## src/rtl/m_copy_pkg.sv

```systemverilog
// Shared types and helpers for the copy engine: FSM encoding, word layout, byte swap.
package m_copy_pkg;

  localparam int WORD_W   = 64;
  localparam int LAST_BIT = 64;
  localparam int ENTRY_W  = WORD_W + 1;

  typedef enum logic [1:0] {
    ST_IDLE  = 2'd0,
    ST_RUN   = 2'd1,
    ST_DRAIN = 2'd2,
    ST_DONE  = 2'd3
  } state_t;

  function automatic logic [WORD_W-1:0] bswap64(input logic [WORD_W-1:0] d);
    logic [WORD_W-1:0] r;
    r = '0;
    for (int i = 0; i < 8; i++) begin
      r[8*i +: 8] = d[8*(7-i) +: 8];
    end
    return r;
  endfunction

endpackage

```

## src/rtl/m_copy_if.sv

```systemverilog
// Channel FIFO bus seen by the copy engine: source-FIFO read side and destination-FIFO write side.
interface m_copy_if;
  import m_copy_pkg::*;

  logic [WORD_W-1:0] m_src;
  logic              m_src_last;
  logic              m_src_empty;
  logic              m_src_getn;
  logic [WORD_W-1:0] m_dst;
  logic              m_dst_last;
  logic              m_dst_putn;
  logic              m_dst_full;

  modport engine (
    input  m_src, m_src_last, m_src_empty, m_dst_full,
    output m_src_getn, m_dst, m_dst_last, m_dst_putn
  );

  modport fifo (
    output m_src, m_src_last, m_src_empty, m_dst_full,
    input  m_src_getn, m_dst, m_dst_last, m_dst_putn
  );

endinterface

```

## src/rtl/m_copy_skid.sv

```systemverilog
// Small synchronous FIFO between source pop and destination push; exposes occupancy so the
// engine can limit speculative pops.
module m_copy_skid
  import m_copy_pkg::*;
#(
  parameter int SKID_DEPTH = 2,
  parameter int CW         = $clog2(SKID_DEPTH + 1)
) (
  input  logic               i_clk,
  input  logic               i_rst_n,
  input  logic               i_clr,
  input  logic               i_push,
  input  logic [ENTRY_W-1:0] i_din,
  input  logic               i_pop,
  output logic [ENTRY_W-1:0] o_head,
  output logic [CW-1:0]      o_count,
  output logic               o_empty
);

  localparam int PW = (SKID_DEPTH > 1) ? $clog2(SKID_DEPTH) : 1;

  logic [ENTRY_W-1:0] r_mem [SKID_DEPTH];
  logic [PW-1:0]      r_wptr;
  logic [PW-1:0]      r_rptr;
  logic [CW-1:0]      r_count;

  function automatic logic [PW-1:0] ptr_inc(input logic [PW-1:0] p);
    return (p == PW'(SKID_DEPTH - 1)) ? {PW{1'b0}} : p + PW'(1);
  endfunction

  // Storage array carries no reset; validity is tracked by the count alone.
  always_ff @(posedge i_clk) begin
    if (i_push) begin
      r_mem[r_wptr] <= i_din;
    end
  end

  always_ff @(posedge i_clk) begin
    if (!i_rst_n || i_clr) begin
      r_wptr  <= {PW{1'b0}};
      r_rptr  <= {PW{1'b0}};
      r_count <= {CW{1'b0}};
    end else begin
      if (i_push) begin
        r_wptr <= ptr_inc(r_wptr);
      end
      if (i_pop) begin
        r_rptr <= ptr_inc(r_rptr);
      end
      case ({i_push, i_pop})
        2'b10:   r_count <= r_count + CW'(1);
        2'b01:   r_count <= r_count - CW'(1);
        default: r_count <= r_count;
      endcase
    end
  end

  assign o_head  = r_mem[r_rptr];
  assign o_count = r_count;
  assign o_empty = (r_count == {CW{1'b0}});

endmodule

```

## src/rtl/m_copy_engine.sv

```systemverilog
// Copy/bypass engine: moves 65-bit words from the channel source FIFO to the destination FIFO.
// Define M_COPY_SWAP_EN to byte-reverse the data on its way to the destination.
module m_copy_engine
  import m_copy_pkg::*;
#(
  parameter int SKID_DEPTH = 2,
  parameter int CNT_WIDTH  = 16
) (
  input  logic                 wb_clk_i,
  input  logic                 wb_rst_i,
  input  logic                 m_reset,
  input  logic                 go,
  m_copy_if.engine             bus,
  output logic                 m_endn,
  output logic                 busy,
  output logic [CNT_WIDTH-1:0] wcnt
);

  localparam int CW = $clog2(SKID_DEPTH + 1);

  state_t               r_state;
  state_t               w_state_nxt;
  logic                 r_pend;
  logic                 r_endn;
  logic                 r_busy;
  logic [CNT_WIDTH-1:0] r_wcnt;

  logic                 w_clr;
  logic                 w_go_ok;
  logic                 w_pop;
  logic                 w_push;
  logic                 w_cap_last;
  logic [CW:0]          w_occ_eff;
  logic [ENTRY_W-1:0]   w_head;
  logic [CW-1:0]        w_skid_cnt;
  logic                 w_skid_empty;
  logic [WORD_W-1:0]    w_head_data;

  assign w_clr      = !wb_rst_i || m_reset;
  assign w_go_ok    = go && ((r_state == ST_IDLE) || (r_state == ST_DONE));
  assign w_cap_last = r_pend && bus.m_src_last;
  assign w_push     = !w_skid_empty && !bus.m_dst_full && !w_clr;

  // Occupancy after this cycle's push, plus the word already in flight from the source.
  assign w_occ_eff = {1'b0, w_skid_cnt} + {{CW{1'b0}}, r_pend} - {{CW{1'b0}}, w_push};

  assign w_pop = (r_state == ST_RUN) && !bus.m_src_empty && !w_cap_last && !w_clr &&
                 (w_occ_eff < (CW+1)'(SKID_DEPTH));

  m_copy_skid #(
    .SKID_DEPTH (SKID_DEPTH),
    .CW         (CW)
  ) u_skid (
    .i_clk   (wb_clk_i),
    .i_rst_n (wb_rst_i),
    .i_clr   (m_reset),
    .i_push  (r_pend),
    .i_din   ({bus.m_src_last, bus.m_src}),
    .i_pop   (w_push),
    .o_head  (w_head),
    .o_count (w_skid_cnt),
    .o_empty (w_skid_empty)
  );

  // Next-state selection.
  always_comb begin
    w_state_nxt = r_state;
    case (r_state)
      ST_IDLE:  if (w_go_ok) w_state_nxt = ST_RUN;   else w_state_nxt = ST_IDLE;
      ST_RUN:   if (w_cap_last) w_state_nxt = ST_DRAIN; else w_state_nxt = ST_RUN;
      ST_DRAIN: if (w_skid_empty && !r_pend) w_state_nxt = ST_DONE; else w_state_nxt = ST_DRAIN;
      ST_DONE:  if (w_go_ok) w_state_nxt = ST_RUN;   else w_state_nxt = ST_DONE;
      default:  w_state_nxt = ST_IDLE;
    endcase
  end

  // State, pending read, word counter and status registers.
  always_ff @(posedge wb_clk_i) begin
    if (w_clr) begin
      r_state <= ST_IDLE;
      r_pend  <= 1'b0;
      r_wcnt  <= {CNT_WIDTH{1'b0}};
      r_endn  <= 1'b1;
      r_busy  <= 1'b0;
    end else begin
      r_state <= w_state_nxt;
      r_pend  <= w_pop;
      r_busy  <= (w_state_nxt == ST_RUN) || (w_state_nxt == ST_DRAIN);
      if (w_go_ok) begin
        r_wcnt <= {CNT_WIDTH{1'b0}};
      end else if (w_push) begin
        r_wcnt <= r_wcnt + CNT_WIDTH'(1);
      end else begin
        r_wcnt <= r_wcnt;
      end
      if (w_go_ok) begin
        r_endn <= 1'b1;
      end else if ((r_state == ST_DRAIN) && (w_state_nxt == ST_DONE)) begin
        r_endn <= 1'b0;
      end else begin
        r_endn <= r_endn;
      end
    end
  end

  // Idle skid shows zero rather than stale storage.
  assign w_head_data = w_skid_empty ? {WORD_W{1'b0}} : w_head[WORD_W-1:0];

`ifdef M_COPY_SWAP_EN
  assign bus.m_dst = bswap64(w_head_data);
`else
  assign bus.m_dst = w_head_data;
`endif

  assign bus.m_dst_last = w_skid_empty ? 1'b0 : w_head[LAST_BIT];
  assign bus.m_src_getn = !w_pop;
  assign bus.m_dst_putn = !w_push;
  assign m_endn         = r_endn;
  assign busy           = r_busy;
  assign wcnt           = r_wcnt;

endmodule

```

## src/flat_wrapper.sv

```systemverilog
// flat-port wrapper written by rule: the top's interface ports become plain ports
module m_copy_engine_flat import m_copy_pkg::*;
#(
  parameter int SKID_DEPTH = 2,
  parameter int CNT_WIDTH  = 16
)
  (wb_clk_i, wb_rst_i, m_reset, go, m_endn, busy, wcnt, bus_m_src, bus_m_src_last, bus_m_src_empty, bus_m_dst_full, bus_m_src_getn, bus_m_dst, bus_m_dst_last, bus_m_dst_putn);
  m_copy_if bus_i ();
  input  logic wb_clk_i;
  input  logic wb_rst_i;
  input  logic m_reset;
  input  logic go;
  output logic m_endn;
  output logic busy;
  output logic [CNT_WIDTH-1:0] wcnt;
  input wire logic [$bits(bus_i.m_src)-1:0] bus_m_src;
  input wire logic [$bits(bus_i.m_src_last)-1:0] bus_m_src_last;
  input wire logic [$bits(bus_i.m_src_empty)-1:0] bus_m_src_empty;
  input wire logic [$bits(bus_i.m_dst_full)-1:0] bus_m_dst_full;
  output wire logic [$bits(bus_i.m_src_getn)-1:0] bus_m_src_getn;
  output wire logic [$bits(bus_i.m_dst)-1:0] bus_m_dst;
  output wire logic [$bits(bus_i.m_dst_last)-1:0] bus_m_dst_last;
  output wire logic [$bits(bus_i.m_dst_putn)-1:0] bus_m_dst_putn;
  assign bus_i.m_src = bus_m_src;
  assign bus_i.m_src_last = bus_m_src_last;
  assign bus_i.m_src_empty = bus_m_src_empty;
  assign bus_i.m_dst_full = bus_m_dst_full;
  assign bus_m_src_getn = bus_i.m_src_getn;
  assign bus_m_dst = bus_i.m_dst;
  assign bus_m_dst_last = bus_i.m_dst_last;
  assign bus_m_dst_putn = bus_i.m_dst_putn;
  m_copy_engine #(.SKID_DEPTH(SKID_DEPTH), .CNT_WIDTH(CNT_WIDTH)) u_core (.wb_clk_i(wb_clk_i), .wb_rst_i(wb_rst_i), .m_reset(m_reset), .go(go), .bus(bus_i), .m_endn(m_endn), .busy(busy), .wcnt(wcnt));
endmodule
```

## config.mk

```make
export PLATFORM = sky130hd
export DESIGN_NAME = m_copy_engine_flat
export DESIGN_NICKNAME = d
export VERILOG_FILES = /design/src/rtl/m_copy_pkg.sv /design/src/rtl/m_copy_if.sv /design/src/rtl/m_copy_skid.sv /design/src/rtl/m_copy_engine.sv /design/src/flat_wrapper.sv
export SDC_FILE = /design/constraint.sdc
export NUM_CORES = 1
export LEC_CHECK = 0
export BUFFER_PORTS_ARGS = -buffer_cell sky130_fd_sc_hd__buf_2
export CAP_MARGIN = 10
export CORE_ASPECT_RATIO = 2
export CORE_MARGIN = 4
export CORE_UTILIZATION = 45
export CTS_BUF_LIST = sky130_fd_sc_hd__clkbuf_8 sky130_fd_sc_hd__clkbuf_16
export CTS_CLUSTER_SIZE = 8
export DETAILED_ROUTE_END_ITERATION = 8
export PLACE_DENSITY = 0.75
export SKIP_LAST_GASP = 1
export SLEW_MARGIN = 20
export SYNTH_ARGS = -nofsm -noshare
export SYNTH_HDL_FRONTEND = slang
export SYNTH_HIERARCHICAL = 1
export SYNTH_SLANG_ARGS = --single-unit
```

## constraint.sdc

```tcl
create_clock -name wb_clk_i -period 3.3 [get_ports wb_clk_i]
set_input_delay 0.165 -clock wb_clk_i [delete_from_list [all_inputs] [get_ports wb_clk_i]]
set_output_delay 0.165 -clock wb_clk_i [all_outputs]
set_load 0.05 [all_outputs]
```

==> results list <==
- The total overflow left after global routing is 0.
* Highest-delay cell along the critical path: sky130_fd_sc_hd__or4b_4
* HPWL after detailed placement: between 9 and 10 mm
- In the routed layout, each cell is associated on average with a via count of 4.89.
- Share of the synthesized area in compound gates (AO/OA/AOI/OAI): 0.0191
* Maximum net fanout on the critical path: 9
- Total setup violations reported at the end of the flow: 0
- The routed design could run at a clock period as short as ~3.1 ns.
- Clock transition time at the flip-flop clock pins of the worst setup and hold paths: 0.06 ns
- The via count of the first global-routing pass is ~4.6k.
- The worst hold path terminates at u_core/wcnt[1].
- Finished Cell Area: roughly 8600 µm²
- Setup repair after global routing left no endpoint under its margin.
- Deepest level of the CTS H-tree: 4
- The number of nets in the synthesized netlist is between 500 and 600.
* Chip width: between 90 and 100 µm
- Number of cells in the design after placement: ~750
* CTS Sinks: around 160
- Fin. max-slew vios: 0
- Yosys mapped the design onto 30 distinct sky130hd cell types.
- Max-slew headroom at the worst pin: 0.389
- Number of top-level pins: approximately 160
- Classification of the worst-slack hold path: in2reg
- Hold depth: 3
* Critical path class: reg2out
* Worst Clk Skew: 0.00911 ns
- Flip-flop and latch count after synthesis: about 160
- Static Leakage: about 0.0032 µW
* Combined area of all synthesized cells: approximately 6400 µm²
* Deepest clock path buffer count: 2
- Setup total negative slack on the finished layout was measured at 0 ns.
- The worst setup path is launched from a flop.
* Synth Instances: roughly 420
* Synthesized area per cell: 15.1 µm²
- Leaving out fill and tap cells, the most frequent cells in the layout are sky130_fd_sc_hd__buf_2 (155), sky130_fd_sc_hd__edfxtp_1 (130), sky130_fd_sc_hd__dlygate4sd3_1 (66), sky130_fd_sc_hd__nor2b_1 (66), sky130_fd_sc_hd__mux2_2 (65).
- Summing all placed instances gives a cell area of 7340 µm².
- WL/cell: 16.6 µm
* Fraction of layout instances using a drive strength above 1: 0.397
- After synthesis, the share of flip-flops with an asynchronous set or reset is 0.
- Source of the worst hold timing path: bus_m_dst_full
- IR analysis of the VDD net gives a maximum drop of roughly 0.00035 V.
* Sequential share of the synthesized area: 0.695
- The die covers around 16,000 µm².
* Run status: finished clean
- In this run, the number of DRC markers left after iteration 0 of detailed routing was between 150 and 200.
- CTS Root Cell: sky130_fd_sc_hd__clkbuf_16
- The initial utilization of the core area, before any placement, comes to 0.458.
* Startpoint of the worst-slack reg-to-reg timing path: u_core/u_skid/o_count[1]
- Met2 routed wirelength: approximately 8 mm
* Detailed-router iteration count before antenna repair: 4
- Number of input and output port buffers inserted: ~160
* DR DRC count: 0
* Worst Path Required: 3.13 ns
* Maximum number of pins on one net before global-route repair: 69
- Of the available clock period, the critical path in the final layout requires 0.948.
- Placement Rows: 61
- Pin slew with the least headroom to its limit: between 0.9 and 1 ns
* Most common cell after layout, fill and taps aside: sky130_fd_sc_hd__buf_2
- Broken down by cell family, the worst path's largest delay share belongs to simple AND/OR/NAND/NOR gates.
- Initial antenna violation count: 0
- Dividing total power by cell area gives a power density of 481 nW/µm².
- Slack of the worst reg-to-reg path: ~0.94 ns
- Post-synth top flop: sky130_fd_sc_hd__edfxtp_1
- The endpoint identified for the worst register-to-register timing path is u_core/wcnt[11].
- Layout Nets: ~730
* Count of vias placed by the detailed router: about 4.2k
- Static timing analysis puts the maximum clock frequency at 320 MHz.
- Vert. Die Dim: between 150 and 200 µm
- Slowest Stage Delay on Critical Path: 0.61 ns
- Last weighted congestion value of the routability-driven placer: 0.808
- In the final routing, the length of wire on met1 measures between 4 and 5 mm.
* Post-synthesis mux area share: 0.115
* Count of warnings emitted by yosys: 6
- Post-CTS Repair Setup Buffers: 0
* Count of nets left with antenna violations after detail routing: 0
* Max-capacitance violation count: 0
- The worst register-to-register path has a depth of 5.
- Clock tree synthesis inserted a total of 17 buffers.
* Arrival @ worst endpoint: about 3 ns
* Post-Synth Adder-Cell Area: 0.0169
- Worst setup EP type: primary output
- In the global route stage, overall resource usage came out at 0.180.
- CORE AREA: 13,900 µm²
* Uppermost layer routed: met4
- At the later pin of the worst-skew pair, clock insertion delay measures just over 0.4 ns.
* Number of non-filler instances in the completed layout: roughly 850
* Fraction of synthesized cell area in xor and xnor cells: 0.0179
* Number of diodes added for antenna fixing: 0
- Of the total synthesized cell area, the portion taken by AND, OR, NAND and NOR gates is 0.118.
- The routed design has 14.1 mm of wire.
- Post-synthesis to final-layout area growth: 35.0%
- In this run, synthesis inferred between 100 and 150 flip-flops with an integrated enable.
* Worst Path Buf+Inv: 2
* Routed wire length on met3: around 530 µm
- The number of hold violations in the final report was 0.
* Cell breakdown of the critical path: nor2_4 -> or4b_4 -> nor2_2 -> o21ai_0 -> fa_1 -> xor2_1 -> nor4_2 -> inv_1 -> buf_2
- First-pass GRT wire length: 22.2 mm
- By area, the combinational part of the netlist is dominated by simple AND/OR/NAND/NOR gates.
- CTS tree: yes
-- synthesized netlist by cell type, types with 5 or more instances --
cell,n,share of area
sky130_fd_sc_hd__a21oi_1,13,0.010
sky130_fd_sc_hd__buf_4,5,0.0059
sky130_fd_sc_hd__clkbuf_1,8,0.0047
sky130_fd_sc_hd__dfxtp_1,26,0.082
sky130_fd_sc_hd__edfxtp_1,130,0.61
sky130_fd_sc_hd__ha_1,7,0.014
sky130_fd_sc_hd__inv_1,7,0.0041
sky130_fd_sc_hd__mux2_2,65,0.11
sky130_fd_sc_hd__nand2_1,15,0.0088
sky130_fd_sc_hd__nand4_1,5,0.0049
sky130_fd_sc_hd__nor2_1,16,0.0094
sky130_fd_sc_hd__nor2b_1,66,0.065
sky130_fd_sc_hd__o21ai_0,10,0.0079
sky130_fd_sc_hd__or3_1,8,0.0079
sky130_fd_sc_hd__xnor2_1,8,0.011
sky130_fd_sc_hd__xor2_1,5,0.0069
-- report_power, final --
part           leakage, µW  internal [µW]  total, µW  switching (µW)
logic              0.00158           93.6        162            68.6
clock network     0.000284           1080       1830             755
registers          0.00138           2140       2140            2.42
-- cells by family after synthesis --
logic type                 after synthesis
AOI/OAI and AO/OA                       24
xor gates and xnor gates                13
adders and majority gates                8
buffers and inverters                   25
DFF                                    156
muxes                                   65
and+or+nand+nor                        132
-- metal layers --
layer,GRT usage,vias up
met5,0,-
met3,0.0371,49
li1,-,1976
met1,0.171,2002
met2,0.340,141
met4,0.115,0
-- sequential cells by signal, summed over array words and instances, names as in the netlist, named ones only --
name	flops
u_core/wcnt	16
u_core/busy	1
u_core/u_skid/r_rptr	1
u_core/u_skid/o_count	2
u_core/u_skid/r_wptr	1
u_core/m_endn	1
u_core/r_state	2
u_core/u_skid/r_mem	130
u_core/r_pend	1
-- per-stage QoR --
stage | setup WS, ns | hold slack, ns | util | power (µW)
finish | 0.172 | 0.103 | 0.619 | 4130
global route | 0.0175 | 0.130 | 0.619 | 4280
CTS | 0.0399 | 0.0840 | 0.618 | 4180
detailed placement | 0.261 | 0.345 | 0.529 | 2280
global placement | 0.425 | 0.345 | 0.529 | 2280
floorplan | 0.460 | 0.253 | - | 2220
-- cell type report --
type	instances	area, µm²
clock buffers	20	489
clock inverters	12	86.3
fillers	1086	5300
inverters	7	26.3
multi-input cells	242	1850
flip-flops and latches	156	4430
well taps	189	236
repair buffers	226	1470
-- worst reg2reg max path: cells and delay by family, from the launching register on --
family	cells	cell delay [ns]
compound gates	1	0.14
flops	1	0.41
simple gates	4	1.74
-- worst max-delay path by stage --
| stage | slack, ns | startpoint | cells after the start | to |
|---|---|---|---|---|
| final | 0.17 | u_core/u_skid/o_count[1] | 9 | bus_m_src_getn |
| after global routing | 0.02 | u_core/u_skid/o_count[1] | 9 | bus_m_src_getn |
| after CTS | 0.04 | u_core/u_skid/o_count[1] | 9 | bus_m_src_getn |
| after detailed placement | 0.26 | u_core/u_skid/o_count[1] | 9 | bus_m_src_getn |
| after global placement | 0.43 | u_core/u_skid/o_count[1] | 9 | bus_m_src_getn |
| after floorplan | 0.46 | u_core/u_skid/o_count[1] | 9 | bus_m_src_getn |
-- repair_timing --
| item | in CTS | in global routing |
|---|---|---|
| endpoints found under the hold margin | 131 | 0 |
| hold buffers | 66 | 0 |
| resized for setup | 3 | 2 |
| setup endpoints to repair | 1 | 1 |
Note: power is estimated with default switching activity, not from simulation.
